## config.mk

```make
export PLATFORM = sky130hd
export DESIGN_NAME = match_sequencer_flat
export DESIGN_NICKNAME = d
export VERILOG_FILES = /design/src/rtl/match_sequencer_pkg.sv /design/src/rtl/match_sequencer_if.sv /design/src/rtl/match_sequencer_tick_timer.sv /design/src/rtl/match_sequencer.sv /design/src/flat_wrapper.sv
export SDC_FILE = /design/constraint.sdc
export NUM_CORES = 1
export LEC_CHECK = 0
export CELL_PAD_IN_SITES_DETAIL_PLACEMENT = 0
export CELL_PAD_IN_SITES_GLOBAL_PLACEMENT = 1
export CORE_MARGIN = 5
export CORE_UTILIZATION = 38
export DETAILED_ROUTE_END_ITERATION = 8
export GPL_ROUTABILITY_DRIVEN = 1
export GPL_TIMING_DRIVEN = 0
export PLACE_DENSITY_LB_ADDON = 0.1
export SLEW_MARGIN = 0
export SYNTH_ARGS = -nofsm -noshare
export SYNTH_HDL_FRONTEND = slang
export SYNTH_SLANG_ARGS = --single-unit
```

## constraint.sdc

```tcl
create_clock -name clk -period 2.9 [get_ports clk]
set_input_delay 0.435 -clock clk [delete_from_list [all_inputs] [get_ports clk]]
set_output_delay 0.435 -clock clk [all_outputs]
set_load 0.005 [all_outputs]
```

## src/rtl/match_sequencer_pkg.sv

```systemverilog
`default_nettype none
// ============================================================================
//  Package     : match_pkg
//  Description : Shared encodings for the match sequencer: game phase
//                codes, match-winner codes, the health KO constant and a
//                saturating round-score increment helper.
//  Revision    : 1.0 - initial release
// ============================================================================
package match_pkg;

    // Game phase encoding as seen on game_state
    typedef enum logic [2:0] {
        S_IDLE       = 3'd0,
        S_COUNTDOWN  = 3'd1,
        S_FIGHT      = 3'd2,
        S_KO         = 3'd3,
        S_MATCH_OVER = 3'd4
    } state_t;

    // Match winner codes
    localparam logic [1:0] W_NONE = 2'b00;
    localparam logic [1:0] W_P1   = 2'b01;
    localparam logic [1:0] W_P2   = 2'b10;
    localparam logic [1:0] W_DRAW = 2'b11;

    // A player with this health is knocked out
    localparam logic [8:0] HEALTH_ZERO = 9'd0;

    // Round score increment that stops at the match-winning count
    function automatic logic [1:0] sat_inc(input logic [1:0] v, input logic [1:0] cap);
        return (v >= cap) ? v : v + 2'd1;
    endfunction

endpackage
`default_nettype wire

```

## src/rtl/match_sequencer_if.sv

```systemverilog
`default_nettype none
// ============================================================================
//  Interface   : match_sequencer_if
//  Description : Bundles the match sequencer's tick/start/health inputs and
//                its phase, clock and score outputs.
//  Modports    : master - environment side (drives tick/start/health,
//                         observes status)
//                slave  - sequencer side
//  Revision    : 1.0 - initial release
// ============================================================================
interface match_sequencer_if;

    logic       tick;          // 20 Hz single-cycle game tick
    logic       start;         // debounced start/confirm level
    logic [8:0] health_1;      // player 1 health, 0 = KO
    logic [8:0] health_2;      // player 2 health, 0 = KO
    logic [2:0] game_state;    // current phase
    logic       freeze;        // player inputs ignored
    logic       round_reset;   // physics/health held at initial values
    logic [1:0] countdown;     // 3/2/1 during COUNTDOWN, else 0
    logic [6:0] round_time;    // seconds remaining
    logic [1:0] p1_rounds;     // rounds won by player 1
    logic [1:0] p2_rounds;     // rounds won by player 2
    logic [2:0] round_count;   // rounds completed
    logic [1:0] winner;        // match result

    modport master (
        output tick, start, health_1, health_2,
        input  game_state, freeze, round_reset, countdown, round_time,
               p1_rounds, p2_rounds, round_count, winner
    );

    modport slave (
        input  tick, start, health_1, health_2,
        output game_state, freeze, round_reset, countdown, round_time,
               p1_rounds, p2_rounds, round_count, winner
    );

endinterface
`default_nettype wire

```

## src/rtl/match_sequencer_tick_timer.sv

```systemverilog
`default_nettype none
// ============================================================================
//  Module      : tick_timer
//  Description : Loadable, tick-enabled up-counter. Counts 0..limit_i and
//                wraps to 0; tc_o flags the terminal value so the owner can
//                act on the same tick the counter wraps.
//  Ports       : clk, rst_n  - clock, asynchronous active-low reset
//                en_i        - tick qualifier; nothing changes without it
//                clr_i       - force count to 0 (priority over inc_i)
//                inc_i       - advance / wrap
//                limit_i     - terminal count value
//                tc_o        - count equals limit_i
//  Revision    : 1.0 - initial release
// ============================================================================
module tick_timer #(
    parameter int WIDTH = 6
) (
    input  wire logic             clk,
    input  wire logic             rst_n,
    input  wire logic             en_i,
    input  wire logic             clr_i,
    input  wire logic             inc_i,
    input  wire logic [WIDTH-1:0] limit_i,
    output logic                  tc_o
);

    logic [WIDTH-1:0] count_q;
    logic [WIDTH-1:0] count_d;

    assign tc_o = (count_q == limit_i);

    always_comb begin
        count_d = count_q;
        if (clr_i) begin
            count_d = '0;
        end else if (inc_i) begin
            count_d = tc_o ? '0 : count_q + 1'b1;
        end
    end

    always_ff @(posedge clk or negedge rst_n) begin
        if (!rst_n) begin
            count_q <= '0;
        end else if (en_i) begin
            count_q <= count_d;
        end
    end

endmodule
`default_nettype wire

```

## src/rtl/match_sequencer.sv

```systemverilog
`default_nettype none
// ============================================================================
//  Module      : match_sequencer
//  Description : Round/match controller for the fighter game. Sequences
//                IDLE -> COUNTDOWN -> FIGHT -> KO -> (COUNTDOWN | MATCH_OVER),
//                gates player movement, holds physics/health in reset
//                between rounds, runs the round clock, keeps round scores
//                and decides the match winner. All state moves only on
//                clk edges qualified by the game tick.
//  Ports       : clk      - system clock
//                reset_n  - asynchronous active-low reset
//                bus      - match_sequencer_if.slave (tick, start, health in;
//                           phase, freeze, round_reset, countdown,
//                           round_time, scores, round_count, winner out)
//  Revision    : 1.0 - initial release
// ============================================================================
module match_sequencer
    import match_pkg::*;
#(
    parameter int TICKS_PER_SEC = 20,
    parameter int ROUND_SECONDS = 60,
    parameter int KO_TICKS      = 40,
    parameter int ROUNDS_TO_WIN = 2,
    parameter int MAX_ROUNDS    = 5
) (
    input  wire logic       clk,
    input  wire logic       reset_n,
    match_sequencer_if.slave bus
);

    // One shared sub-tick counter serves countdown digits, round seconds and
    // the KO hold, so it is sized for the longer of the two periods.
    localparam int SUB_MAX = (TICKS_PER_SEC > KO_TICKS) ? TICKS_PER_SEC : KO_TICKS;
    localparam int SUB_W   = (SUB_MAX > 1) ? $clog2(SUB_MAX) : 1;

    localparam logic [SUB_W-1:0] SEC_LAST = SUB_W'(TICKS_PER_SEC - 1);
    localparam logic [SUB_W-1:0] KO_LAST  = SUB_W'(KO_TICKS - 1);
    localparam logic [6:0]       RT_INIT  = 7'(ROUND_SECONDS);
    localparam logic [1:0]       RTW      = 2'(ROUNDS_TO_WIN);
    localparam logic [2:0]       MAXR     = 3'(MAX_ROUNDS);

    state_t     state_q,     state_d;
    logic       freeze_q,    freeze_d;
    logic       rreset_q,    rreset_d;
    logic [1:0] countdown_q, countdown_d;
    logic [6:0] rtime_q,     rtime_d;
    logic [1:0] p1_q,        p1_d;
    logic [1:0] p2_q,        p2_d;
    logic [2:0] rcount_q,    rcount_d;
    logic [1:0] winner_q,    winner_d;
    logic       start_q;

    logic             start_rise;
    logic             tmr_clr;
    logic             tmr_inc;
    logic             tmr_tc;
    logic [SUB_W-1:0] tmr_limit;

    logic h1_ko, h2_ko, time_up;
    logic round_end, award_p1, award_p2;

    assign start_rise = bus.start & ~start_q;

    assign h1_ko   = (bus.health_1 == HEALTH_ZERO);
    assign h2_ko   = (bus.health_2 == HEALTH_ZERO);
    assign time_up = (rtime_q == 7'd0);

    // KO outranks timeout; a double KO or an equal-health timeout is a
    // drawn round and awards no point.
    assign round_end = h1_ko | h2_ko | time_up;
    assign award_p1  = ~h1_ko & (h2_ko | (time_up & (bus.health_1 > bus.health_2)));
    assign award_p2  = ~h2_ko & (h1_ko | (time_up & (bus.health_2 > bus.health_1)));

    // The KO hold uses its own period; every other phase counts seconds.
    assign tmr_limit = (state_q == S_KO) ? KO_LAST : SEC_LAST;

    tick_timer #(
        .WIDTH (SUB_W)
    ) u_tick_timer (
        .clk     (clk),
        .rst_n   (reset_n),
        .en_i    (bus.tick),
        .clr_i   (tmr_clr),
        .inc_i   (tmr_inc),
        .limit_i (tmr_limit),
        .tc_o    (tmr_tc)
    );

    always_comb begin
        state_d     = state_q;
        countdown_d = countdown_q;
        rtime_d     = rtime_q;
        p1_d        = p1_q;
        p2_d        = p2_q;
        rcount_d    = rcount_q;
        winner_d    = winner_q;
        tmr_clr     = 1'b0;
        tmr_inc     = 1'b0;

        case (state_q)
            S_IDLE: begin
                tmr_clr = 1'b1;
                if (start_rise) begin
                    p1_d        = 2'd0;
                    p2_d        = 2'd0;
                    rcount_d    = 3'd0;
                    winner_d    = W_NONE;
                    countdown_d = 2'd3;
                    state_d     = S_COUNTDOWN;
                end
            end

            S_COUNTDOWN: begin
                tmr_inc = 1'b1;
                if (tmr_tc) begin
                    if (countdown_q == 2'd1) begin
                        countdown_d = 2'd0;
                        rtime_d     = RT_INIT;
                        state_d     = S_FIGHT;
                    end else begin
                        countdown_d = countdown_q - 2'd1;
                    end
                end
            end

            S_FIGHT: begin
                if (round_end) begin
                    tmr_clr  = 1'b1;
                    rcount_d = rcount_q + 3'd1;
                    state_d  = S_KO;
                    if (award_p1) begin
                        p1_d = sat_inc(p1_q, RTW);
                    end
                    if (award_p2) begin
                        p2_d = sat_inc(p2_q, RTW);
                    end
                end else begin
                    tmr_inc = 1'b1;
                    if (tmr_tc && !time_up) begin
                        rtime_d = rtime_q - 7'd1;
                    end
                end
            end

            S_KO: begin
                tmr_inc = 1'b1;
                if (tmr_tc) begin
                    if (p1_q == RTW) begin
                        winner_d = W_P1;
                        state_d  = S_MATCH_OVER;
                    end else if (p2_q == RTW) begin
                        winner_d = W_P2;
                        state_d  = S_MATCH_OVER;
                    end else if (rcount_q == MAXR) begin
                        winner_d = (p1_q > p2_q) ? W_P1 :
                                   (p2_q > p1_q) ? W_P2 : W_DRAW;
                        state_d  = S_MATCH_OVER;
                    end else begin
                        countdown_d = 2'd3;
                        state_d     = S_COUNTDOWN;
                    end
                end
            end

            S_MATCH_OVER: begin
                tmr_clr = 1'b1;
                // Scores stay visible in IDLE until the next match starts.
                if (start_rise) begin
                    winner_d = W_NONE;
                    state_d  = S_IDLE;
                end
            end

            default: begin
                state_d = S_IDLE;
            end
        endcase

        // Gating outputs are registered alongside the state they describe.
        freeze_d = (state_d != S_FIGHT);
        rreset_d = (state_d == S_IDLE) || (state_d == S_COUNTDOWN);
    end

    always_ff @(posedge clk or negedge reset_n) begin
        if (!reset_n) begin
            state_q     <= S_IDLE;
            freeze_q    <= 1'b1;
            rreset_q    <= 1'b1;
            countdown_q <= 2'd0;
            rtime_q     <= RT_INIT;
            p1_q        <= 2'd0;
            p2_q        <= 2'd0;
            rcount_q    <= 3'd0;
            winner_q    <= W_NONE;
            start_q     <= 1'b0;
        end else if (bus.tick) begin
            state_q     <= state_d;
            freeze_q    <= freeze_d;
            rreset_q    <= rreset_d;
            countdown_q <= countdown_d;
            rtime_q     <= rtime_d;
            p1_q        <= p1_d;
            p2_q        <= p2_d;
            rcount_q    <= rcount_d;
            winner_q    <= winner_d;
            start_q     <= bus.start;
        end
    end

    assign bus.game_state  = state_q;
    assign bus.freeze      = freeze_q;
    assign bus.round_reset = rreset_q;
    assign bus.countdown   = countdown_q;
    assign bus.round_time  = rtime_q;
    assign bus.p1_rounds   = p1_q;
    assign bus.p2_rounds   = p2_q;
    assign bus.round_count = rcount_q;
    assign bus.winner      = winner_q;

endmodule
`default_nettype wire

```

## src/flat_wrapper.sv

```systemverilog
// flat-port wrapper written by rule: the top's interface ports become plain ports
module match_sequencer_flat import match_pkg::*;
#(
    parameter int TICKS_PER_SEC = 20,
    parameter int ROUND_SECONDS = 60,
    parameter int KO_TICKS      = 40,
    parameter int ROUNDS_TO_WIN = 2,
    parameter int MAX_ROUNDS    = 5
)
  (clk, reset_n, bus_tick, bus_start, bus_health_1, bus_health_2, bus_game_state, bus_freeze, bus_round_reset, bus_countdown, bus_round_time, bus_p1_rounds, bus_p2_rounds, bus_round_count, bus_winner);
  match_sequencer_if bus_i ();
  input  wire logic clk;
  input  wire logic reset_n;
  input wire logic [$bits(bus_i.tick)-1:0] bus_tick;
  input wire logic [$bits(bus_i.start)-1:0] bus_start;
  input wire logic [$bits(bus_i.health_1)-1:0] bus_health_1;
  input wire logic [$bits(bus_i.health_2)-1:0] bus_health_2;
  output wire logic [$bits(bus_i.game_state)-1:0] bus_game_state;
  output wire logic [$bits(bus_i.freeze)-1:0] bus_freeze;
  output wire logic [$bits(bus_i.round_reset)-1:0] bus_round_reset;
  output wire logic [$bits(bus_i.countdown)-1:0] bus_countdown;
  output wire logic [$bits(bus_i.round_time)-1:0] bus_round_time;
  output wire logic [$bits(bus_i.p1_rounds)-1:0] bus_p1_rounds;
  output wire logic [$bits(bus_i.p2_rounds)-1:0] bus_p2_rounds;
  output wire logic [$bits(bus_i.round_count)-1:0] bus_round_count;
  output wire logic [$bits(bus_i.winner)-1:0] bus_winner;
  assign bus_i.tick = bus_tick;
  assign bus_i.start = bus_start;
  assign bus_i.health_1 = bus_health_1;
  assign bus_i.health_2 = bus_health_2;
  assign bus_game_state = bus_i.game_state;
  assign bus_freeze = bus_i.freeze;
  assign bus_round_reset = bus_i.round_reset;
  assign bus_countdown = bus_i.countdown;
  assign bus_round_time = bus_i.round_time;
  assign bus_p1_rounds = bus_i.p1_rounds;
  assign bus_p2_rounds = bus_i.p2_rounds;
  assign bus_round_count = bus_i.round_count;
  assign bus_winner = bus_i.winner;
  match_sequencer #(.TICKS_PER_SEC(TICKS_PER_SEC), .ROUND_SECONDS(ROUND_SECONDS), .KO_TICKS(KO_TICKS), .ROUNDS_TO_WIN(ROUNDS_TO_WIN), .MAX_ROUNDS(MAX_ROUNDS)) u_core (.clk(clk), .reset_n(reset_n), .bus(bus_i));
endmodule
```

# Word level (Yosys, flattened, before mapping)
# Index checks and enable logic that the tools add are counted.
[word_totals]
ff_bits = 30
latch_bits = 0
ram_bits = 0
romBits = 0
output_inout_bits = 23
elab_cells = 134
mem_count = 0
[classes]
addsub = 6
mul = 0
div_mod_pow = 0
order_cmp = 6
n_eq_ne = 27
shift = 0
n_mux = 50
n_bitwise = 12
n_reduce_logical = 22
[ops]
columns = ["operator", "n"]
rows = [
  ["2-bit 2-to-1 mux", 19],
  ["3-bit 2-to-1 mux", 11],
  ["7-bit 2-to-1 mux", 4],
  ["6-bit 2-to-1 mux", 4],
  ["9-bit > comparator", 2],
  ["9-bit zero test", 2],
  ["2-bit by 1-bit != test with 1-bit output (second input constant)", 9],
  ["6-bit AND reduction", 3],
  ["3-bit case mux with 5 select lines", 1],
  ["7-bit case mux with 2 select lines", 1],
  ["2-bit != test (second input constant)", 6],
  ["2-bit case mux with 2 select lines", 3],
  ["8-bit AND reduction", 1],
  ["2-bit nonzero test", 4],
  ["7-bit zero test", 1],
  ["7-bit by 1-bit subtractor with 7-bit output (second input constant)", 1],
  ["6-bit by 1-bit adder with 6-bit output (second input constant)", 1],
  ["3-bit by 1-bit == test with 1-bit output (second input constant)", 2],
  ["3-bit by 2-bit == test with 1-bit output (second input constant)", 2],
  ["3-bit == test (second input constant)", 2],
  ["6-bit == test", 1],
  ["3-bit zero test", 2],
  ["2-bit case mux with 3 select lines", 1],
  ["3-bit case mux with 2 select lines", 1],
  ["other kinds (22)", 39],
]

# Depth between registers and ports, before layout
[logic_depth]
depth_word = 8
ltp_mapped = 8
mapped_depth_nobuf = 8

# Cells and area by module
# From an unflattened synthesis, not the netlist that was laid out.
[unflattened]
cells_unflattened = 251
hier_area_um2 = 2164.6
[modules_own_cells]
columns = ["mod", "instances", "cells_per_inst", "area_per_inst_um2"]
rows = [
  ["match_sequencer", 1, 212, 1789.2],
  ["tick_timer", 1, 39, 375.4],
]

# Worst setup path after synthesis
# No wires, ideal clock.
[synth_timing]
kind = "register -> register"
start = "reg u_core.rtime_q[0], in the netlist u_core.bus.round_time[0]"
end = "reg u_core.rcount_q[2], in the netlist u_core.bus.round_count[2]"
arrival_time_ns = 2.053
required_ns = 2.781
setup_slack_ns = 0.728
path_stages_with_launch = 9
path_buffers = 0
period_less_slack_ns = 2.172
cell_sequence = "dfrtp_1 inv_1 ha_1 or3b_4 or4_4 a41oi_4 nand2_2 xnor2_1 and2_1"
[synth_via]
elab_chain_cells = 4
[synth_rtl]
columns = ["item", "line_no", "text"]
rows = [
  ["from (decl)", "match_sequencer.sv:46", "logic [6:0] rtime_q, rtime_d;"],
  ["from (signal assigned)", "match_sequencer.sv:201", "rtime_q <= rtime_d;"],
  ["7-bit zero test", "match_sequencer.sv:66", "assign time_up = (rtime_q == 7'd0);"],
  ["1-bit bitwise OR", "match_sequencer.sv:70", "assign round_end = h1_ko | h2_ko | time_up;"],
  ["2-bit by 1-bit != test with 1-bit output (no source line)", "-", ""],
  ["4-bit AND reduction (no source line)", "-", ""],
  ["to (signal assigned)", "match_sequencer.sv:204", "rcount_q <= rcount_d;"],
  ["to (decl)", "match_sequencer.sv:49", "logic [2:0] rcount_q, rcount_d;"],
]
# No other way between the ends.
# A chain may end at the register's enable or synchronous reset.

# Worst setup path after layout
[layout_timing]
start = "reg u_core.rtime_q[0], in the netlist u_core.bus.round_time[0]"
end = "reg u_core.u_tick_timer.count_q[2]"
[layout_via]
elab_chain_cells = 6
word_cells_on_any_way = 9
classes_between = "mux (5); bitwise (1); reduce/logical (3)"
[layout_rtl]
columns = ["item", "line_no", "text"]
rows = [
  ["7-bit zero test *", "match_sequencer.sv:66", ""],
  ["1-bit bitwise OR *", "match_sequencer.sv:70", ""],
  ["1-bit 2-to-1 mux", "match_sequencer.sv:127", "if (round_end) begin"],
  ["1-bit case mux with 2 select lines", "match_sequencer.sv:100", "case (state_q)"],
  ["2-bit nonzero test (no source line)", "-", ""],
  ["2-bit AND reduction (no source line)", "-", ""],
  ["to (signal assigned)", "match_sequencer_tick_timer.sv:45", "count_q <= count_d;"],
  ["to (decl)", "match_sequencer_tick_timer.sv:27", "logic [WIDTH-1:0] count_q;"],
]
# Mark *: on every way between the ends. The rest lies on a longest branch, timed or not.

==> impl_results.md <==
- Via Count: 1996
- Synthesized area: about 2200 um2
- Setup TNS: 0 ps
- Gpl congestion: 0.8217
- Syn_area_per_cell: 8.688 um2
- Clock buffer count from CTS: 5
- Seq cells post-synth: 30
- WP buf/inv: 1
- Syn. warnings: 0
- Most common cell in the netlist: dfrtp_1
- Reg power frac: 0.387
- Starting density of the core: 0.3913
- Area share of the largest cell type after synthesis: 0.2787
- Final HPWL DP: 4.230 mm
- Vias in the first global route: 1950
- Drt pass-1 iters: 5
- Layout filler cell count: 530
- CP required: 3070 ps
- Sw Ratio: 0.3346
- Antenna Diode Count: 0
- Worst Setup Path Type: register to register
- Cell taking the most area after synthesis: dfrtp_1
- First-pass GRT wire length: 9.480 mm
- I/O Buffers: 43
- Final cell count without fillers: approximately 370
- Netlist cell types: 60
- Worst setup SP type: register
- Sequential-to-total area share from yosys stat: 0.3519
- Clock sinks: 30
- Final period util: 0.8510
- Main synth FF type: dfrtp_1
- CP peak stage delay: 420 ps
- Routed Antenna Nets: 0
- Fmax: ~0.41 GHz
- Worst-path fanout max: 5
- Min Tclk post-route: between 2000 and 2500 ps
- Number of setup buffers added after CTS: 0
- Vias per cell: 5.380
- Slew Limit Fails: 0
- Initial antenna violation count: 0
- CTS tree: yes
- Crit-path cells: inv_1 > ha_1 > or3b_4 > nor4_1 > nor3_1 > a21oi_1 > o21ai_0 > o2bb2ai_1
- Maximum vdd drop: 0.3260 mV
- Initial DRC Count: 70
- Die height: 85.30 um
- Share of layout cells above drive strength 1: 0.1137
- Tightest Hold Check Type: input pin to async pin
- Fin nets: 338
- GRT Util Overall: 0.1609
- Part of the power in the clock network: 0.266
- Static Leakage: 1.139 nW
- Die width: 85.30 um
- Final clock skew: 6.319 ps
- Post-Synthesis Cells: between 200 and 250
- Post-CTS sizing: 0
- Async SR Flop Fraction: 1.000
- Ports: 45
- Int Pwr: 1.061 mW
- Synth top area cells: dfrtp_1, ha_1, dfstp_2, nand2_1, a21oi_1
- Placed instance count: between 300 and 400
- # setup viols final: 0
- Core Rows: 27
- PwrDens: 574.2 nW/um2
- Clock root cell: clkbuf_8
- Slowest CP cell: or3b_4
- RSZ-0062 raised after global routing: false
- # DRC: 0
- Synth-to-Final Area Change: 28.86%
- Syn nets: 288
- Max-cap viol count: 0
- CP delay by family, top: simple AND/OR/NAND/NOR gates
- GRT overflow: 0
- Avg WL per Cell: approximately 15 um
- Number of flops mapped to enable cells by yosys: 0
- Total length of routed wires: between 5 and 6 mm
- Worst slew margin: 0.5155
- CORE AREA: 5507 um2
- Hold-fix buffers, CTS: 0
- H-tree levels: 2
- Worst skew pair latency: 280 ps
- Top cells by count, synth: dfrtp_1, nand2_1, inv_1
- Die area: 7276 um2
- Data arrival time of the critical path: 2640 ps
- Sw Pwr: about 0.53 mW
- Fin. Hold Viols: 0
- Clock buffer depth: 2
- Combinational power share: 0.347
- Clock transition at path regs: 70 ps
- Setup crit end kind: register
- Actual slew at the worst max-slew pin: 721.2 ps
- Status: complete, no violations
- Largest net degree at the start of global routing: 31
flip-flops by register name, summed over array words and instances (netlist names):
register                     count
u_core.bus.winner                2
u_core.bus.countdown             2
u_core.bus.round_reset           1
u_core.bus.p2_rounds             2
u_core.bus.freeze                1
u_core.bus.p1_rounds             2
u_core.u_tick_timer.count_q      6
u_core.start_q                   1
u_core.bus.round_time            7
u_core.bus.game_state            3
u_core.bus.round_count           3
power groups by stage:
stage / clock network, mW / registers [mW] / logic [mW]
2_1_floorplan: 0 / 0.606 / 0.321
3_3_place_gp: 0 / 0.623 / 0.553
3_5_place_dp: 0 / 0.624 / 0.555
4_1_cts: 0.439 / 0.617 / 0.559
5_1_grt: 0.459 / 0.637 / 0.618
6_report: 0.424 / 0.617 / 0.553
layer usage:
layer / track usage / wire [um]
met1: 0.2205 / 2793
met2: 0.2500 / 2464
met3: 0.04175 / 305
met4: 0.04460 / 45
met5: 0 / 0
worst paths after layout:
path / slack (ps) / depth (start not counted) / endpoint / from
hold reg to reg: 490 / 2 / u_core.bus.round_reset / u_core.bus.round_reset
min in group clk: 490 / 2 / u_core.bus.round_reset / u_core.bus.round_reset
setup / recovery: 430 / 8 / u_core.u_tick_timer.count_q[2] / u_core.bus.round_time[0]
hold / removal: 200 / 1 / u_core.bus.countdown[0] / reset_n
setup reg to reg: 430 / 8 / u_core.u_tick_timer.count_q[2] / u_core.bus.round_time[0]
max in group asynchronous: 2240 / 1 / u_core.u_tick_timer.count_q[2] / reset_n
final cells by class:
class / instances / area [um2] / share of cell area
buffer: 6 / 27.53 / 0.009914
clock buffer: 7 / 76.32 / 0.02749
clock inverter: 1 / 30.03 / 0.01082
inverter: 23 / 86.33 / 0.03110
multi-input combinational: 189 / 1282 / 0.4619
sequential: 30 / 758.2 / 0.2731
tap: 72 / 90.09 / 0.03245
timing repair buffer: 43 / 425.4 / 0.1532
cells in the final DEF, fill, tap and decap left out, types with 2 or more instances in the layout:
cell             count
a211oi_1             2
a21o_1               2
a21oi_1             17
a31oi_1              2
and3_1               2
and3b_1              2
buf_2                2
clkbuf_1             6
clkbuf_8             5
clkdlybuf4s50_1     42
dfrtp_1             24
dfstp_2              6
ha_1                18
inv_1               21
inv_2                2
mux2_2               3
mux2i_1              4
nand2_1             23
nand2b_1             4
nand3_1             11
nand4_1              3
nand4b_1             2
nor2_1              17
nor3_1              10
nor4_1               4
o211ai_1             2
o21a_1               2
o21ai_0             16
o22ai_1              2
o2bb2ai_1            2
o311ai_0             2
o31ai_1              3
o41ai_1              2
or2_2                2
or3_1                3
or4_1                2
worst register-to-register path, cell delays in order, from the launching register on:
cell and delay, ps:
dfrtp_1 400, inv_1 100, ha_1 190, or3b_4 420, nor4_1 410, nor3_1 250
a21oi_1 280, o21ai_0 150, o2bb2ai_1 160
stage by stage:
stage | total power [mW] | worst slack, ps | util | cell area [um2] | hold WS, ps
after floorplan | 0.9262 | 728.4 | - | 2155 | 139.4
final | 1.594 | 432.2 | 0.5042 | 2776 | 204.2
after global routing | 1.714 | 159.6 | 0.5042 | 2776 | 270.2
after CTS | 1.615 | 434.7 | 0.5042 | 2776 | 235.9
after detailed placement | 1.178 | 218.2 | 0.4849 | 2670 | 466.3
after global placement | 1.176 | 229.2 | 0.4858 | 2675 | 466.6
logic make-up after synthesis:
logic type               Yosys count  share of synthesized area
XOR/XNOR                           1                   0.004066
buffers and inverters             29                    0.05285
adder cells (fa/ha/maj)           18                     0.1045
flip-flops                        30                     0.3519
AO/OA/AOI/OAI                     65                     0.2038
AND/OR/NAND/NOR                   97                     0.2416
multiplexers                       8                    0.04123
(Power assumes the default switching activity.)
==> RTL edit 1 (config.mk and constraints unchanged) <==
`TICKS_PER_SEC` is set to 20 in 2 places; all go to 40.
--- a/src/rtl/match_sequencer.sv
+++ b/src/rtl/match_sequencer.sv
@@ -17,7 +17,7 @@
 module match_sequencer
     import match_pkg::*;
 #(
-    parameter int TICKS_PER_SEC = 20,
+    parameter int TICKS_PER_SEC = 40,
     parameter int ROUND_SECONDS = 60,
     parameter int KO_TICKS      = 40,
     parameter int ROUNDS_TO_WIN = 2,
--- a/src/flat_wrapper.sv
+++ b/src/flat_wrapper.sv
@@ -1,7 +1,7 @@
 // flat-port wrapper written by rule: the top's interface ports become plain ports
 module match_sequencer_flat import match_pkg::*;
 #(
-    parameter int TICKS_PER_SEC = 20,
+    parameter int TICKS_PER_SEC = 40,
     parameter int ROUND_SECONDS = 60,
     parameter int KO_TICKS      = 40,
     parameter int ROUNDS_TO_WIN = 2,
Formal check against the unedited RTL: no difference found for any inputs over 10 cycles, from zero or initial values and one cycle with reset_n low; that may be too few to reach the edited logic, so the function may still have changed.
==> RTL edit 1 against the unedited design <==
  * Worst setup slack lost 210 ps
  * Total power is 24% lower
  * Via count shrank 2.9%
  * Synthesized cell count is 2.4% lower
  * Wire length shrank 2.3%
  * Clock power down 14%
  * Design area decreased by 2.5%
  * Sequential cell count unchanged
  * Clock skew fell by 2.8 ps
  * Synthesized area down 2.7%
  * Critical endpoint is now u_core.bus.p1_rounds[0]
==> RTL edit 1: results (changes against the unedited design) <==
drt_iter0_drc: 60  # -14%
clkTransAtPathRegs_ps: 70  # about the same
slowest_stage: "or4_4"
vias_per_cell: 5.31  # -1.3%
netlist_top_cells_count: "24 x dfrtp_1, 24 x inv_1, 22 x o21ai_0, 21 x nand2_1, 18 x ha_1"
status: "finished clean"
r2r_cells: 8  # unchanged
grt_max_degree: 31  # unchanged
critPathCapture: "u_core.bus.p1_rounds[0]"
largestPowerGroup: "registers"
grt_pass1_vias: 1873  # -3.9%
antenna_found_initial: 0  # unchanged
synth_nets: 282  # -2.1%
sequentialPowerShare_pct: 43.4  # +4.7 points
yosysWarnings: 0  # unchanged
reg2reg_slack_ps: 230  # -210 ps
powerDensity_nw_per_um2: 447  # -22%
cpPeakStageDelay_ps: 470  # +50 ps
worstSkewPairLatency_ps: 280  # about the same
finalCriticalPeriod_ps: 2670  # +206 ps
drive_above_1_share_pct: 9.90  # -1.5 points
drtPass1Iterations: 4  # -1
swShare_pct: 30.3  # -3.1 points
cts-root-buf: "clkbuf_8"
worstPathMaxFanout: 4  # -1
avgRoutedWirePerCell_microns: 15.0  # -0.69%
peakVddDrop_mv: 0.223  # -32%
fin_nets: 332  # -1.8%
synth_ff_type: "dfrtp_1"
final_cell_count_no_fill: 365  # -1.6%
numCtsBuffers: 5  # unchanged
ys_seq_area_share_pct: 36.2  # +0.97 points
holdCritPathClass: "in -> async"
syn_area_per_cell_sq_um: 8.67  # -0.26%
p_leak_nw: 1.18  # +3.4%
dp_hpwl_mm: 4.21  # -0.39%
synth_cell_types: 59  # -1.7%
powerComb_w: 0.000319  # -42%
netlist_top_cells_area: "dfrtp_1 29%, ha_1 11%, dfstp_2 7.5%"
clock_path_buffers: 2  # unchanged
port_buffers: 43  # unchanged
crit_start: "u_core.bus.round_time[0]"
finClkSkew_ps: 3.54  # -2.77 ps
grt_pass1_wl_mm: 9.20  # -3.0%
place_inst: 357  # -1.7%
fillers: 537  # +1.3%
gp_congestion: 0.764  # -7.1%
tightestPinTransition_ps: 735  # +13.4 ps
arrival_ps: 2890  # +250 ps
grt_usage_pct: 15.8  # -0.27 points
critPathTopFamily: "simple AND/OR/NAND/NOR gates"
largest_reg_flops: 7  # unchanged
synthArstFlopShare_pct: 100  # unchanged
RTL edit 1: logic make-up (layout without fill, tap and decap cells):
kind of cell               Yosys count  in the layout  synth area share [%]
AOI/OAI and AO/OA                   68             68                  20.9
muxes                                4              4                  2.03
buffers and inverters               31             82                  6.21
DFF                                 30             30                  36.2
and+or+nand+nor                     90             90                  23.5
adders and majority gates           18             18                  10.7
xor gates and xnor gates             1              1                 0.418
RTL edit 1: routing by layer:
| layer | global-route usage [%] | part of all wire (%) |
|---|---|---|
| met5 | 0 | 0 |
| met4 | 3.07 | 0.53 |
| met3 | 3.63 | 3.4 |
| met2 | 24.7 | 45 |
| met1 | 22.5 | 51 |
RTL edit 1: final cells by class:
cell class / instances / area share (%)
flip-flops and latches: 30 / 28.0
well taps: 72 / 3.33
clock inverters: 2 / 0.462
plain buffers: 7 / 1.48
repair buffers: 43 / 15.7
inverters: 24 / 3.33
clock buffers: 6 / 3.05
multi-input cells: 181 / 44.6
RTL edit 1: per-stage QoR:
step | setup slack [ps] | area, sq um
2_1_floorplan | 418 | 2100
3_3_place_gp | 58.1 | 2620
3_5_place_dp | 44.9 | 2610
4_1_cts | 211 | 2710
5_1_grt | 21.3 | 2710
6_report | 226 | 2710
RTL edit 1: how the worst min path moves through the flow:
stage | to | slack [ps] | depth (start not counted) | start
finish | u_core.bus.p1_rounds[0] | 210 | 1 | reset_n
CTS | u_core.bus.round_time[6] | 230 | 1 | reset_n
global route | u_core.bus.p2_rounds[0] | 260 | 1 | reset_n
floorplan | u_core.bus.countdown[0] | 140 | 0 | reset_n
detailed placement | u_core.bus.winner[0] | 470 | 2 | u_core.bus.winner[0]
global placement | u_core.bus.winner[1] | 460 | 1 | u_core.bus.winner[1]
==> RTL edit 2 (same settings) <==
Made on the original files. Make the reset (`reset_n` and `rst_n`) synchronous in 2 clocked blocks. Comments in the files are not updated.
--- a/src/rtl/match_sequencer_tick_timer.sv
+++ b/src/rtl/match_sequencer_tick_timer.sv
@@ -38,7 +38,7 @@
         end
     end
 
-    always_ff @(posedge clk or negedge rst_n) begin
+    always_ff @(posedge clk) begin
         if (!rst_n) begin
             count_q <= '0;
         end else if (en_i) begin
--- a/src/rtl/match_sequencer.sv
+++ b/src/rtl/match_sequencer.sv
@@ -181,7 +181,7 @@
         rreset_d = (state_d == S_IDLE) || (state_d == S_COUNTDOWN);
     end
 
-    always_ff @(posedge clk or negedge reset_n) begin
+    always_ff @(posedge clk) begin
         if (!reset_n) begin
             state_q     <= S_IDLE;
             freeze_q    <= 1'b1;
Behaviour: differs if reset_n is asserted again (counterexample within 4 cycles, from zero or initial values and one cycle with reset_n low); with reset_n held inactive, the same outputs for 10 cycles.
==> RTL edit 2 against the unedited design <==
  * Worst setup slack got worse by 170 ps
  * Wire length shrank 6.3%
  * Via count shrank 1.2%
  * Design area is 3.2% lower
  * Global-route usage decreased by 0.52 points
  * Utilization grew 1.2 points
  * Sequential cell count is the same
  * Critical path depth shrank 1
  * Register-to-register slack got worse by 130 ps
  * Synthesized area decreased by 4.2%
Power is not compared: it rests on default switching activity, and its combinational part moved more than twofold at a synthesized area within 25%.
==> RTL edit 2: results (changes against the unedited design) <==
status: "finished clean"
drive_above_1_share_pct: 8.52  # -2.8 points
r2r_cells: 8  # unchanged
met2_usage_pct: 25.7  # +0.74 points
grt_max_degree: 11  # -65%
reg2reg_slack_ps: 300  # -130 ps
drtPass1Iterations: 4  # -1
grt_pass1_wl_mm: 9.07  # -4.3%
wl_mm: 5.26  # -6.3%
swShare_pct: 26.2
placed_area_sq_um: 2590  # -3.0%
fillers: 523  # -1.3%
synth_ff_type: "dfxtp_1"
dp_hpwl_mm: 4.17  # -1.4%
max_slew_margin_pct: 29.5  # -22 points
worstPathMaxFanout: 9  # +4
worstSkewPairLatency_ps: 290
holdCritPathClass: "reg -> reg"
met3_usage_pct: 3.06  # -1.1 points
grt.met1_usage_pct: 20.5  # -1.6 points
fin_nets: 344  # +1.8%
hp-start: "u_core.bus.winner[1]"
grt_pass1_vias: 1963  # +0.67%
arrival_ps: 2840  # +200 ps
reg2reg_from: "u_core.bus.round_time[0]"
critPathTopFamily: "compound AO/OA/AOI/OAI gates"
ys_seq_area_share_pct: 29.1  # -6.1 points
holdPathStages: 2
n_antenna_cell: 0  # unchanged
grt_usage_pct: 15.6  # -0.52 points
synth_nets: 293  # +1.7%
cts-resized-gates: 0  # unchanged
r2r_end: "u_core.bus.round_time[1]"
finClkSkew_ps: 9.35  # +3.03 ps
vias_per_cell: 5.26  # -2.2%
post_cts_buffers: 0  # unchanged
netlist_top_cells_area: "dfxtp_1 29%, ha_1 11%, nor2_1 4.7%"
holdPathEnd: "u_core.bus.winner[1]"
cts.htree.levels: 2  # unchanged
synth_cell_types: 56  # -6.7%
netlist_top_cells_count: "30 x dfxtp_1, 26 x nor2_1, 21 x inv_1, 19 x nand2_1, 18 x ha_1"
gp_congestion: 0.819  # -0.33%
synthArstFlopShare_pct: 0  # -100 points
slowest_stage: "o31ai_1"
port_buffers: 44  # +2.3%
cpPeakStageDelay_ps: 880  # +460 ps
yosysWarnings: 0  # unchanged
drt_iter0_drc: 95  # +36%
## RTL edit 2: power by group through the flow
stage	sequential [W]	combinational, W	clock, W
6_report	0.000424	0.000142	0.000357
5_1_grt	0.000426	0.000161	0.000393
4_1_cts	0.000424	0.000143	0.000371
3_5_place_dp	0.000434	0.000143	0
3_3_place_gp	0.000434	0.000143	0
2_1_floorplan	0.000433	0.0000762	0
## RTL edit 2: logic make-up after synthesis
group / synth area share [%]
compound gates: 16.8
xor+xnor: 4.25
fa+ha+maj: 10.9
buf+inv: 5.70
flops: 29.1
mux: 2.18
simple gates: 31.0
## RTL edit 2: worst max-delay path by stage
stage / endpoint / from / slack, ps / cells past startpoint
final: u_core.bus.round_time[1] / bus_health_2[0] / 270 / 7
after global routing: u_core.bus.p1_rounds[0] / bus_health_2[4] / 80 / 9
after CTS: u_core.bus.p1_rounds[0] / bus_health_2[4] / 230 / 9
after detailed placement: u_core.bus.round_time[1] / bus_health_2[0] / -40 / 7
after global placement: u_core.bus.p1_rounds[0] / bus_health_2[4] / -100 / 9
after floorplan: u_core.bus.round_time[1] / u_core.bus.round_time[0] / 720 / 8
## RTL edit 2: layout make-up
type	count	area [sq um]	area share, %
well taps	70	87.6	3.26
repair buffers	44	440	16.4
multi-input cells	194	1350	50.1
plain buffers	8	38.8	1.44
flip-flops and latches	30	601	22.3
clock inverters	2	12.5	0.466
inverters	21	78.8	2.93
clock buffers	6	82.6	3.07
## RTL edit 2: worst min-delay path, delay by kind of cell, from the launching register on
family           cells  cell delay (ps)
AND/OR/NAND/NOR      1               50
flip-flops           1              310
AO/OA/AOI/OAI        1               50
## RTL edit 2: per-stage QoR
| stage | worst slack [ps] | total power [W] | hold slack [ps] | TNS (ps) | cells |
|---|---|---|---|---|---|
| floorplan | 717 | 0.000510 | 453 | 0 | 253 |
| global placement | -101 | 0.000576 | 452 | -329 | 367 |
| detailed placement | -41.1 | 0.000577 | 451 | -160 | 367 |
| CTS | 233 | 0.000938 | 464 | 0 | 375 |
| global route | 81.2 | 0.000979 | 478 | 0 | 375 |
| finish | 265 | 0.000924 | 461 | 0 | 375 |
## RTL edit 2: layer usage
| layer | vias up | wire, microns | share of wire (%) |
|---|---|---|---|
| li1 | 1020 | - | - |
| met1 | 916 | 2560 | 49 |
| met2 | 30 | 2470 | 47 |
| met3 | 7 | 157 | 3.0 |
| met4 | 0 | 61 | 1.2 |
| met5 | - | 0 | 0 |
